**config.mk**
```make
export PLATFORM = sky130hd
export DESIGN_NAME = mem_responder
export DESIGN_NICKNAME = d
export VERILOG_FILES = /design/src/rtl/mem_responder.sv
export SDC_FILE = /design/constraint.sdc
export NUM_CORES = 1
export LEC_CHECK = 0
export CORE_ASPECT_RATIO = 1.25
export CORE_MARGIN = 10
export CORE_UTILIZATION = 33
export DETAILED_ROUTE_END_ITERATION = 10
export PLACE_DENSITY = 0.87
export SYNTH_ARGS = -nofsm -noshare
export SYNTH_HDL_FRONTEND = slang
export SYNTH_SLANG_ARGS = --single-unit
export TNS_END_PERCENT = 1
```
**constraint.sdc**
```tcl
create_clock -name CLK -period 6.6 [get_ports CLK]
set_clock_uncertainty 0.15 [all_clocks]
set_input_delay 1.98 -clock CLK [delete_from_list [all_inputs] [get_ports CLK]]
set_output_delay 1.98 -clock CLK [all_outputs]
set_load 0.005 [all_outputs]
```
**src/rtl/mem_responder.sv**
```systemverilog
// Memory-side responder: arbitrates data/instruction cache requests onto one RAM
// port and returns per-port wait/load handshakes, with debug counters and sticky error.
module mem_responder #(
  parameter int WORD_W  = 32,
  parameter int CNT_W   = 16,
  parameter int TIMEOUT = 255
) (
  input  logic              CLK,
  input  logic              RST,
  input  logic              dREN,
  input  logic              dWEN,
  input  logic [WORD_W-1:0] daddr,
  input  logic [WORD_W-1:0] dstore,
  output logic              dwait,
  output logic [WORD_W-1:0] dload,
  input  logic              iREN,
  input  logic [WORD_W-1:0] iaddr,
  output logic              iwait,
  output logic [WORD_W-1:0] iload,
  output logic              ramREN,
  output logic              ramWEN,
  output logic [WORD_W-1:0] ramaddr,
  output logic [WORD_W-1:0] ramstore,
  input  logic [WORD_W-1:0] ramload,
  input  logic [1:0]        ramstate,
  output logic              err,
  output logic [CNT_W-1:0]  dcount,
  output logic [CNT_W-1:0]  icount
);

  localparam int TMO_W = (TIMEOUT < 1) ? 1 : $clog2(TIMEOUT + 1);
  localparam logic [TMO_W-1:0] TMO_LIM = TMO_W'(TIMEOUT);

  localparam logic [1:0] RAM_ACCESS = 2'd2;
  localparam logic [1:0] RAM_ERROR  = 2'd3;

  typedef enum logic [1:0] {
    IDLE = 2'd0,
    DGNT = 2'd1,
    IGNT = 2'd2
  } state_t;

  state_t             state_q, state_d;
  logic [TMO_W-1:0]   tmo_q, tmo_d;
  logic               err_q, err_d;
  logic [CNT_W-1:0]   dcount_q, dcount_d;
  logic [CNT_W-1:0]   icount_q, icount_d;

  // Owner-independent view of the granted request.
  logic               gnt_active;
  logic               gnt_req;
  logic               gnt_wr;
  logic [WORD_W-1:0]  gnt_addr;
  logic [WORD_W-1:0]  gnt_store;
  logic               done_ok;
  logic               done_err;
  logic               done;

  always_comb begin
    gnt_active = 1'b0;
    gnt_req    = 1'b0;
    gnt_wr     = 1'b0;
    gnt_addr   = '0;
    gnt_store  = '0;
    case (state_q)
      DGNT: begin
        gnt_active = 1'b1;
        gnt_req    = dREN | dWEN;
        gnt_wr     = dWEN;
        gnt_addr   = daddr;
        gnt_store  = dstore;
      end
      IGNT: begin
        gnt_active = 1'b1;
        gnt_req    = iREN;
        gnt_addr   = iaddr;
      end
      default: ;
    endcase
  end

  // A RAM answer in the same cycle as the limit is honoured as a normal completion.
  always_comb begin
    done_ok  = gnt_active && gnt_req && (ramstate == RAM_ACCESS);
    done_err = gnt_active && gnt_req && !done_ok &&
               ((ramstate == RAM_ERROR) || (tmo_q == TMO_LIM));
    done     = done_ok || done_err;
  end

  always_comb begin
    ramREN   = gnt_active && gnt_req && !gnt_wr;
    ramWEN   = gnt_active && gnt_req && gnt_wr;
    ramaddr  = gnt_active ? gnt_addr : '0;
    ramstore = gnt_active ? gnt_store : '0;

    dwait = 1'b1;
    dload = '0;
    iwait = 1'b1;
    iload = '0;
    if (state_q == DGNT && done) begin
      dwait = 1'b0;
      dload = done_ok ? ramload : '0;
    end
    if (state_q == IGNT && done) begin
      iwait = 1'b0;
      iload = done_ok ? ramload : '0;
    end

    err    = err_q;
    dcount = dcount_q;
    icount = icount_q;
  end

  always_comb begin
    state_d  = state_q;
    tmo_d    = '0;
    err_d    = err_q | done_err;
    dcount_d = dcount_q;
    icount_d = icount_q;
    case (state_q)
      IDLE: begin
        if (dREN || dWEN) begin
          state_d = DGNT;
        end else if (iREN) begin
          state_d = IGNT;
        end
      end
      DGNT, IGNT: begin
        if (!gnt_req || done) begin
          state_d = IDLE;
        end else begin
          tmo_d = tmo_q + TMO_W'(1);
        end
        if (done_ok && state_q == DGNT) dcount_d = dcount_q + CNT_W'(1);
        if (done_ok && state_q == IGNT) icount_d = icount_q + CNT_W'(1);
      end
      default: state_d = IDLE;
    endcase
  end

  always_ff @(posedge CLK or posedge RST) begin
    if (RST) begin
      state_q  <= IDLE;
      tmo_q    <= '0;
      err_q    <= 1'b0;
      dcount_q <= '0;
      icount_q <= '0;
    end else begin
      state_q  <= state_d;
      tmo_q    <= tmo_d;
      err_q    <= err_d;
      dcount_q <= dcount_d;
      icount_q <= icount_d;
    end
  end

endmodule

```
Yosys cells after proc, flatten, opt, wreduce, memory -nomap -nowiden --
Index checks and enable logic that the tools add are counted.
Word-level totals: word-level logic and storage cells 57, output and inout port bits 165, register bits 43
Cells by class: muxes and demuxes 18, reductions and logical operators 22, $add $sub $neg 3, bitwise logic cells 2, equality and inequality tests 7
Operators with widths (count):
- two-way mux 32 bit | 6
- case mux 32 bit (2 select lines) | 1
- adder 16 x 1 -> 16 bit (second input constant) | 2
- two-way mux 8 bit | 2
- logical AND 1 bit | 10
- adder 8 x 1 -> 8 bit (second input constant) | 1
- equality test 8 bit (second input constant) | 1
- equality test 2 bit (second input constant) | 3
- two-way mux 2 bit | 3
- AND reduction 2 bit | 3
- logical OR 1 bit | 4
- two-way mux 1 bit | 4
- case mux 2 bit (2 select lines) | 1
- zero test 1 bit | 3
- != test 3 bit (second input constant) | 1
- equality test 2 x 1 -> 1 bit (second input constant) | 1
- zero test 2 bit | 1
- != test 2 x 1 -> 1 bit (second input constant) | 1
- OR 1 bit | 2
- case mux 1 bit (2 select lines) | 1
- OR reduction 2 bit | 1

Depth between registers and ports, before layout --
Gate-level depths: netlist of run 1.
depth in word-level cells 12, gate-level depth with buffers 8

Worst setup path after synthesis of run 1 --
Ideal clock, no wire load.
kind in2out, from input dWEN, to output iload[22], data required time 4470 ps, buffers on the path 1, stages 5, slack 1470 ps, arrival time 3000 ps, cells stage by stage o211ai_2 > nand2_1 > and3_4 > clkbuf_2 > and3_1
On the way: cells in the longest elaborated chain, start to end 10
RTL lines:
- start, declared | RTL line 11 | input logic dWEN,
- OR 1 bit (*) | RTL line 68 | gnt_req = dREN | dWEN;
- case mux 1 bit (2 select lines) (*) | RTL line 65 | case (state_q)
- logical AND 1 bit (*) | RTL line 84, 85
- logical AND 1 bit | RTL line 84 | done_ok = gnt_active && gnt_req && (ramstate == RAM_ACCESS);
- zero test 1 bit | RTL line 85 | done_err = gnt_active && gnt_req && !done_ok &&
- logical AND 1 bit (2 in a row) | RTL line 85
- logical OR 1 bit | RTL line 87 | done = done_ok || done_err;
- logical AND 1 bit | RTL line 104 | if (state_q == IGNT && done) begin
- two-way mux 32 bit (*) | RTL line 104
- end, declared | RTL line 19 | output logic [WORD_W-1:0] iload,
Mark *: on every way between the ends. The rest lies on a longest branch, timed or not.

Worst setup path after layout of run 1 --
from input dWEN, to output dload[1]
On the way: cells in the longest elaborated chain, start to end 10
RTL lines:
- OR 1 bit (*) | RTL line 68
- case mux 1 bit (2 select lines) (*) | RTL line 65
- logical AND 1 bit (*) | RTL line 84, 85
- logical AND 1 bit | RTL line 84
- zero test 1 bit | RTL line 85
- logical AND 1 bit (2 in a row) | RTL line 85
- logical OR 1 bit | RTL line 87
- logical AND 1 bit | RTL line 100 | if (state_q == DGNT && done) begin
- two-way mux 32 bit (*) | RTL line 100
- end, declared | RTL line 15 | output logic [WORD_W-1:0] dload,
Marked as above.

==> results of run 1 <==
==> flip-flops by register name (all words and copies together) (netlist names) <==
| signal | cells |
|---|---|
| dcount | 16 |
| state_q | 2 |
| err | 1 |
| tmo_q | 8 |
| icount | 16 |
==> cell type report <==
class,instances,area [µm²]
Sequential cell,43,1080
Antenna cell,2,5.00
Inverter,8,30.0
Clock buffer,6,129
Tap cell,126,158
Multi-Input combinational cell,269,1920
Clock inverter,2,12.5
Timing Repair Buffer,304,3040
Fill cell,765,3130
==> metrics by stage <==
step                      cells  hold WS, ps  instance area [µm²]
after floorplan             352          301                 3180
after global placement      750          312                 6230
after detailed placement    750          316                 6230
after CTS                   758          329                 6370
after global routing        758          344                 6370
final                       760          323                 6380
==> cell usage in the layout, fill, tap and decap left out, types with 2 or more instances in the layout <==
| master | netlist | final |
|---|---|---|
| clkbuf_16 | 0 | 5 |
| nor2_1 | 10 | 10 |
| buf_4 | 2 | 4 |
| nor3_1 | 6 | 6 |
| a22o_1 | 32 | 32 |
| dfrtp_1 | 43 | 43 |
| and3_1 | 100 | 100 |
| and4_1 | 3 | 3 |
| clkdlybuf4s50_1 | 0 | 299 |
| and3_2 | 3 | 3 |
| xor2_1 | 11 | 11 |
| and2_2 | 2 | 2 |
| and3_4 | 2 | 2 |
| a2111oi_4 | 2 | 2 |
| inv_1 | 8 | 8 |
| o21ai_0 | 3 | 3 |
| ha_1 | 6 | 6 |
| nand4_1 | 8 | 8 |
| nand3_1 | 16 | 16 |
| nor4_2 | 3 | 3 |
| diode_2 | 0 | 2 |
| xnor2_1 | 24 | 24 |
| nand2_1 | 21 | 21 |
==> logic make-up after synthesis <==
group | share of synthesized area (%)
compound gates | 13.7
xor+xnor | 10.1
fa+ha+maj | 2.36
simple gates | 33.8
flops | 33.8
buf+inv | 5.82
mux | 0.354
==> critical path, cell delays in order <==
cell,delay [ps]
clkdlybuf4s50_1,550
o211ai_2,210
nand2_1,230
and3_4,390
and3_1,220
clkdlybuf4s50_1,510
==> worst paths after layout <==
kind                                              from                endpoint  slack [ps]  cells after the start
worst max-delay path                              dWEN                dload[1]         380                      6
worst min-delay path            icount[15]$_DFFE_PP0P_  icount[15]$_DFFE_PP0P_         320                      1
worst max register to register  state_q[0]$_DFFE_PP0P_  icount[13]$_DFFE_PP0P_        4010                      7
worst min register to register  icount[15]$_DFFE_PP0P_  icount[15]$_DFFE_PP0P_         320                      1
max in group asynchronous                          RST   dcount[2]$_DFFE_PP0P_        3950                      3
min in group asynchronous                          RST  icount[12]$_DFFE_PP0P_        1980                      3
==> Yosys cell counts, types with 7 or more instances <==
cell and count:
clkbuf_1 18, dfrtp_1 43, inv_1 8, nand3_1 16, and3_1 100, a22o_1 32
nor2_1 10, clkbuf_2 7, nand4_1 8, xor2_1 11, xnor2_1 24, nand2_1 21
==> power breakdown <==
group,leakage (nW),total (W),internal [W],switching (W)
clock,0.0669,0.000238,0.000140,0.0000989
sequential,0.573,0.000315,0.000286,0.0000287
combinational,2.17,0.000833,0.000444,0.000389
total,2.81,0.00139,0.000869,0.000517
==> routing by layer <==
layer  part of all wire (%)  wire (µm)  vias up  track usage (%)
met5                   0.34         67        -                0
met4                   0.78        153       10             2.83
met3                     15       3000       20             16.0
met2                     47       9290      204             43.1
met1                     36       7070     1809             29.2
li1                       -          -     1847                -
==> reports/results.txt, run 1 <==
Hold buffer count at CTS: 0
RSZ-0062 raised after global routing: false
Clock transition at path regs: 60 ps
Req. time, crit path: 4470 ps
Initial drt markers: 235
Avg WL per Cell: 25.8 µm
Via/cell ratio: 5.12
YS warnings: 0
CTS resizes: 0
Fraction of layout cells with a size suffix above 1: 5.06%
Yosys cell types: 40
Avg Cell Area, Syn: 9.04 µm²
TritonRoute pass-1 iters: 4
Worst Path Arrival: 4090 ps
Clock buffer depth: 2
Root Buffer: clkbuf_16
Initial Utilization: 33.4%
TritonCTS Buffers: 5
# port buffers: 299
Seq/Total Area, Yosys: 33.8%
Max Cap Viol: 0
Crit path max fanout: 33
Power Dens Cells: 217 nW/µm²
Die Width: 108 µm
Synthesized instance count: 352
Area leader, netlist: dfrtp_1
Initial antenna violation count: 7
Core Area: 9510 µm²
#FFs+latches synth: 43
Setup CP Type: primary input to primary output
Post-Syn Area: 3180 µm²
Dpl ws: 377 ps
First-pass GRT wire length: 27,100 µm
Lkg Pwr: 2.81 nW
EDFF count, synth: 0
Worst Slack Setup Final: 375 ps
Antenna-violating nets left: 0
Fin crit share: 94.3%
Vias in the first global route: 3,954
Setup bufs post-CTS: 0
Vias: 3,890
Top cells by area, synth: dfrtp_1, and3_1, a22o_1
Status: finished clean
Peak supply drop: 0.203 mV
Gp weighted congestion: 1.05
Tot Pwr: 0.00139 W
Main synth FF type: dfrtp_1
Setup TNS: 0 ps
Largest net degree at the start of global routing: 65
Minimum clock period after layout: 6220 ps
Final hold vios: 0
Die Height: 130 µm
Critical path capture point type: primary output
Num ports: 300
Fmax: 161 MHz
Final setup fails: 0
Max Slew Vio Count: 0
Final net count: 772
Post-DP HPWL: 16,600 µm
Syn Nets: 493
Drt drc: 0
Die Footprint: 14,000 µm²
Worst Hold Class: flip-flop to flip-flop
CTS tree: done
Worst Tran Pin Value: 697 ps
Worst-skew pair later-pin latency: 280 ps
Relative slew slack: 53.5%
Num rows: 40
CTS sink cnt: 43
Post-Route WL: 19,600 µm
Post-synth top area share: 33.8%
GRT Util Overall: 26.2%
H-tree levels: 2
GRT Residual Overflow: 0
Layout area overhead: 100%
Async SR Flop Fraction: 100%
Crit start category: primary input
Core Util, Final: 67.1%
No activity file was read; power rests on OpenSTA's default activity.
==> run 2: changes to the inputs <==
--- a/config.mk
+++ b/config.mk
@@ -10,6 +10,7 @@
 export CORE_UTILIZATION = 33
 export DETAILED_ROUTE_END_ITERATION = 10
 export PLACE_DENSITY = 0.87
+export SETUP_SLACK_MARGIN = 0.4
 export SYNTH_ARGS = -nofsm -noshare
 export SYNTH_HDL_FRONTEND = slang
 export SYNTH_SLANG_ARGS = --single-unit
==> reports/results.txt, run 2 (synthesized netlist as in run 1, its figures left out) <==
Minimum clock period after layout: 6160 ps
Finished Layout Cells: 762
Lkg Pwr: 2.82 nW
H-tree levels: 2
Die Footprint: 14,000 µm²
Initial drt markers: 253
GRT Residual Overflow: 0
Status: finished clean
Num rows: 40
Cell mode on critical path: clkdlybuf4s50_1
Layout fillers: 763
Vias in the first global route: 3,951
Crit path max fanout: 16
Family with the most delay on the worst path: buffers and inverters
Worst Path Arrival: 4030 ps
Peak supply drop: 0.203 mV
Gp weighted congestion: 1.05
Critical Path, Cell by Cell: clkdlybuf4s50_1 > o211ai_4 > nand2_2 > and3_2 > and3_1 > clkdlybuf4s50_1
First-pass GRT wire length: 27,200 µm
Slowest CP cell: clkdlybuf4s50_1
Root Buffer: clkbuf_16
Internal power: 0.000873 W
Most common cell after layout, fill and taps aside: clkdlybuf4s50_1
GRT Util Overall: 26.2%
Hold slack: 323 ps
Clock power share: 17.1%
Initial Utilization: 33.4%
Max Slew Vio Count: 0
TritonRoute pass-1 iters: 4
Commonest cells after routing, fill and taps aside: clkdlybuf4s50_1, and3_1, dfrtp_1
Final hold vios: 0
Core Area: 9510 µm²
Placed Cells incl. Taps: 750
Layout area overhead: 101%
Power Dens Cells: 219 nW/µm²
Tot Pwr: 0.00140 W
Fmax: 162 MHz
Largest net degree at the start of global routing: 65
Worst-skew pair later-pin latency: 280 ps
Cell area after layout: 6410 µm²
Final net count: 774
Vias: 3,888
Worst Tran Pin Value: 708 ps
Critical path capture point type: primary output
Fin crit share: 93.4%
Antenna-violating nets left: 0
Switching share of power: 37.6%
Via/cell ratio: 5.10
Avg WL per Cell: 26.2 µm
Setup bufs post-CTS: 0
Final setup fails: 0
Die Width: 108 µm
Worst Hold Class: flip-flop to flip-flop
Clock transition at path regs: 60 ps
Relative slew slack: 52.8%
Max Cap Viol: 0
Fraction of layout cells with a size suffix above 1: 5.52%
Drt drc: 0
Bufs and invs on worst path: 2
RSZ-0062 raised after global routing: true
Placed Instance Area: 6230 µm²
TritonCTS Buffers: 5
CP peak stage delay: 500 ps
Setup CP Type: primary input to primary output
Reg power frac: 22.5%
Initial antenna violation count: 7
Post-DP HPWL: 16,600 µm
Sw Pwr: 0.000527 W
Post-Route WL: 20,000 µm
Setup TNS: 0 ps
CTS sink cnt: 43
# port buffers: 299
Hold buffer count at CTS: 0
Num ports: 300
Logic gate share of total power: 60.5%
Req. time, crit path: 4470 ps
CTS tree: done
Crit start category: primary input
Die Height: 130 µm
Clock buffer depth: 2
## run 2: metrics by stage
step / worst slack [ps] / utilization, %
after CTS: 401 / 67.1
after global placement: 430 / 65.5
after floorplan: 1470 / -
after detailed placement: 377 / 65.5
final: 438 / 67.4
after global routing: 336 / 67.3
## run 2: worst paths after layout
path / from / endpoint / slack [ps] / cells after the start
worst min register to register: icount[15]$_DFFE_PP0P_ / icount[15]$_DFFE_PP0P_ / 320 / 1
worst max register to register: state_q[0]$_DFFE_PP0P_ / icount[13]$_DFFE_PP0P_ / 4090 / 7
max in group asynchronous: RST / dcount[2]$_DFFE_PP0P_ / 3940 / 3
worst min-delay path: icount[15]$_DFFE_PP0P_ / icount[15]$_DFFE_PP0P_ / 320 / 1
worst max-delay path: dREN / iload[22] / 440 / 6
min in group asynchronous: RST / icount[12]$_DFFE_PP0P_ / 1990 / 3
## run 2: power groups by stage
stage          logic [W]  clock network, W  registers, W
2_1_floorplan   0.000338                 0      0.000313
3_3_place_gp    0.000823                 0      0.000316
3_5_place_dp    0.000821                 0      0.000318
4_1_cts         0.000837          0.000241      0.000314
5_1_grt         0.000908          0.000252      0.000318
6_report        0.000847          0.000239      0.000315
## run 2: routing by layer
layer	vias up	track usage [%]	wire, µm
met3	20	16.0	2900
met1	1808	29.3	7260
met2	197	43.1	9580
met5	-	0	67
met4	10	2.83	154
li1	1853	-	-
## run 2: timing repair
action | in CTS | in global routing
cloned | 0 | 2
pin swaps | 1 | 3
endpoints found under the setup margin | 13 | 65
gates resized for setup | 1 | 2
## run 2: cell type report
cell class                 count  area, µm²  area share [%]
antenna                        2       5.00          0.0781
clock buffer                   6        129            2.01
clock inverter                 2       12.5           0.195
inverter                       8       30.0           0.469
multi-input combinational    271       1950            30.5
sequential                    43       1080            16.8
tap                          126        158            2.46
timing repair buffer         304       3040            47.5
==> run 3: changes to the inputs <==
--- a/config.mk
+++ b/config.mk
@@ -5,11 +5,13 @@
 export SDC_FILE = /design/constraint.sdc
 export NUM_CORES = 1
 export LEC_CHECK = 0
+export CELL_PAD_IN_SITES_DETAIL_PLACEMENT = 0
+export CELL_PAD_IN_SITES_GLOBAL_PLACEMENT = 1
 export CORE_ASPECT_RATIO = 1.25
 export CORE_MARGIN = 10
-export CORE_UTILIZATION = 33
+export CORE_UTILIZATION = 22
 export DETAILED_ROUTE_END_ITERATION = 10
-export PLACE_DENSITY = 0.87
+export PLACE_DENSITY_LB_ADDON = 0.1
 export SETUP_SLACK_MARGIN = 0.4
 export SYNTH_ARGS = -nofsm -noshare
 export SYNTH_HDL_FRONTEND = slang
==> reports/results.txt, run 3 (synthesized netlist as in run 1, its figures left out) <==
Status: finished clean
Family with the most delay on the worst path: buffers and inverters
Commonest cells after routing, fill and taps aside: clkdlybuf4s50_1, and3_1, dfrtp_1
TritonRoute pass-1 iters: 4
Final net count: 779
Power Dens Cells: 211 nW/µm²
Cell mode on critical path: clkdlybuf4s50_1
HP Start: err$_DFF_PP0_
Bufs and invs on worst path: 4
Tot Pwr: 0.00138 W
RSZ-0062 raised after global routing: true
CTS sink cnt: 43
Initial antenna violation count: 1
Via/cell ratio: 4.75
GRT Residual Overflow: 0
Core Area: 14,300 µm²
Drt drc: 0
# port buffers: 299
Die Footprint: 19,700 µm²
Cell area after layout: 6540 µm²
Max Cap Viol: 0
Vias: 3,889
RR Endpoint: icount[1]$_DFFE_PP0P_
Num ports: 300
Reg2Reg Setup Slack: 4200 ps
Layout fillers: 1,448
CTS tree: done
Fmax: 161 MHz
Worst Path Arrival: 4060 ps
Die Height: 154 µm
Worst Hold Class: flip-flop to flip-flop
Critical Path, Cell by Cell: clkdlybuf4s50_1 > o211ai_2 > buf_4 > a21oi_4 > buf_12 > and3_1 > clkdlybuf4s50_1
Post-DP HPWL: 15,200 µm
Slowest CP cell: clkdlybuf4s50_1
Crit start category: primary input
R2r worst-path depth: 8
Hold Crit Endpoint: err$_DFF_PP0_
Minimum clock period after layout: 6190 ps
Hold buffer count at CTS: 0
TritonCTS Buffers: 5
Avg WL per Cell: 23.1 µm
Setup CP Type: primary input to primary output
Critical path capture point type: primary output
Gp weighted congestion: 0.789
Placed Instance Area: 6320 µm²
Crit path max fanout: 27
CP peak stage delay: 540 ps
First-pass GRT wire length: 27,100 µm
Largest net degree at the start of global routing: 55
Clock buffer depth: 2
Max Slew Vio Count: 0
Root Buffer: clkbuf_16
Req. time, crit path: 4470 ps
Final setup fails: 0
Fin crit share: 93.8%
Setup TNS: 0 ps
Die Width: 128 µm
Initial drt markers: 163
Worst-skew pair later-pin latency: 280 ps
Clock transition at path regs: 60 ps
Vias in the first global route: 3,845
Antenna-violating nets left: 0
H-tree levels: 2
Final hold vios: 0
Peak supply drop: 0.153 mV
Fraction of layout cells with a size suffix above 1: 6.10%
Initial Utilization: 22.3%
Worst r2r src: state_q[1]$_DFFE_PP0P_
Most common cell after layout, fill and taps aside: clkdlybuf4s50_1
Relative slew slack: 56.2%
Lkg Pwr: 2.88 nW
Num rows: 49
GRT Util Overall: 17.7%
Worst Tran Pin Value: 657 ps
Post-Route WL: 18,900 µm
Layout area overhead: 105%
Hold Crit Depth: 1
[run 3: cell type report]
| cell class | count | area [µm²] | area share, % |
|---|---|---|---|
| Tap cell | 178 | 223 | 3.41 |
| Antenna cell | 2 | 5.00 | 0.0766 |
| Timing Repair Buffer | 308 | 3100 | 47.4 |
| Sequential cell | 43 | 1080 | 16.5 |
| Multi-Input combinational cell | 272 | 1970 | 30.1 |
| Clock inverter | 1 | 5.00 | 0.0766 |
| Inverter | 8 | 30.0 | 0.460 |
| Clock buffer | 7 | 133 | 2.03 |
[run 3: per-layer routing]
metal | up-vias | GRT usage (%) | part of all wire (%)
met1 | 1860 | 20.9 | 38
met3 | 11 | 5.75 | 10
met2 | 160 | 30.5 | 51
met5 | - | 0 | 0
met4 | 0 | 3.48 | 0.93
li1 | 1858 | - | -
[run 3: report_power, final]
group	switching (W)	total (W)	internal, W
sequential	0.0000271	0.000313	0.000286
combinational	0.000371	0.000829	0.000458
clock	0.0000990	0.000239	0.000140
[run 3: repair_timing]
item,in CTS,in global routing
setup endpoints to repair,64,56
pin swaps,2,1
resized for setup,1,5
buffers inserted,0,0
gates cloned,3,1
[run 3: how the worst max path moves through the flow]
stage                     from        end  slack [ps]  cells after the start
after floorplan           dWEN  iload[22]        1470                      5
after global placement    iREN  dload[10]         300                      6
after detailed placement  iREN  dload[10]         270                      6
after CTS                 iREN   iload[3]         390                      6
after global routing      dREN   iload[3]         340                      7
final                     dREN  dload[10]         410                      7
[run 3: through the flow]
stage,std cells,util [%],worst slack (ps),hold slack [ps]
after floorplan,352,-,1470,301
after global placement,805,44.3,304,299
after detailed placement,805,44.3,270,306
after CTS,816,45.4,386,320
after global routing,818,45.7,336,337
final,819,45.7,407,320
[run 3: worst register-to-register path: stages, from the launching register on]
cell and delay (ps):
dfrtp_1 380, inv_1 100, ha_1 390, o211ai_2 190, buf_4 210, a21oi_4 250
buf_4 220, nand2_1 100, mux2_2 300
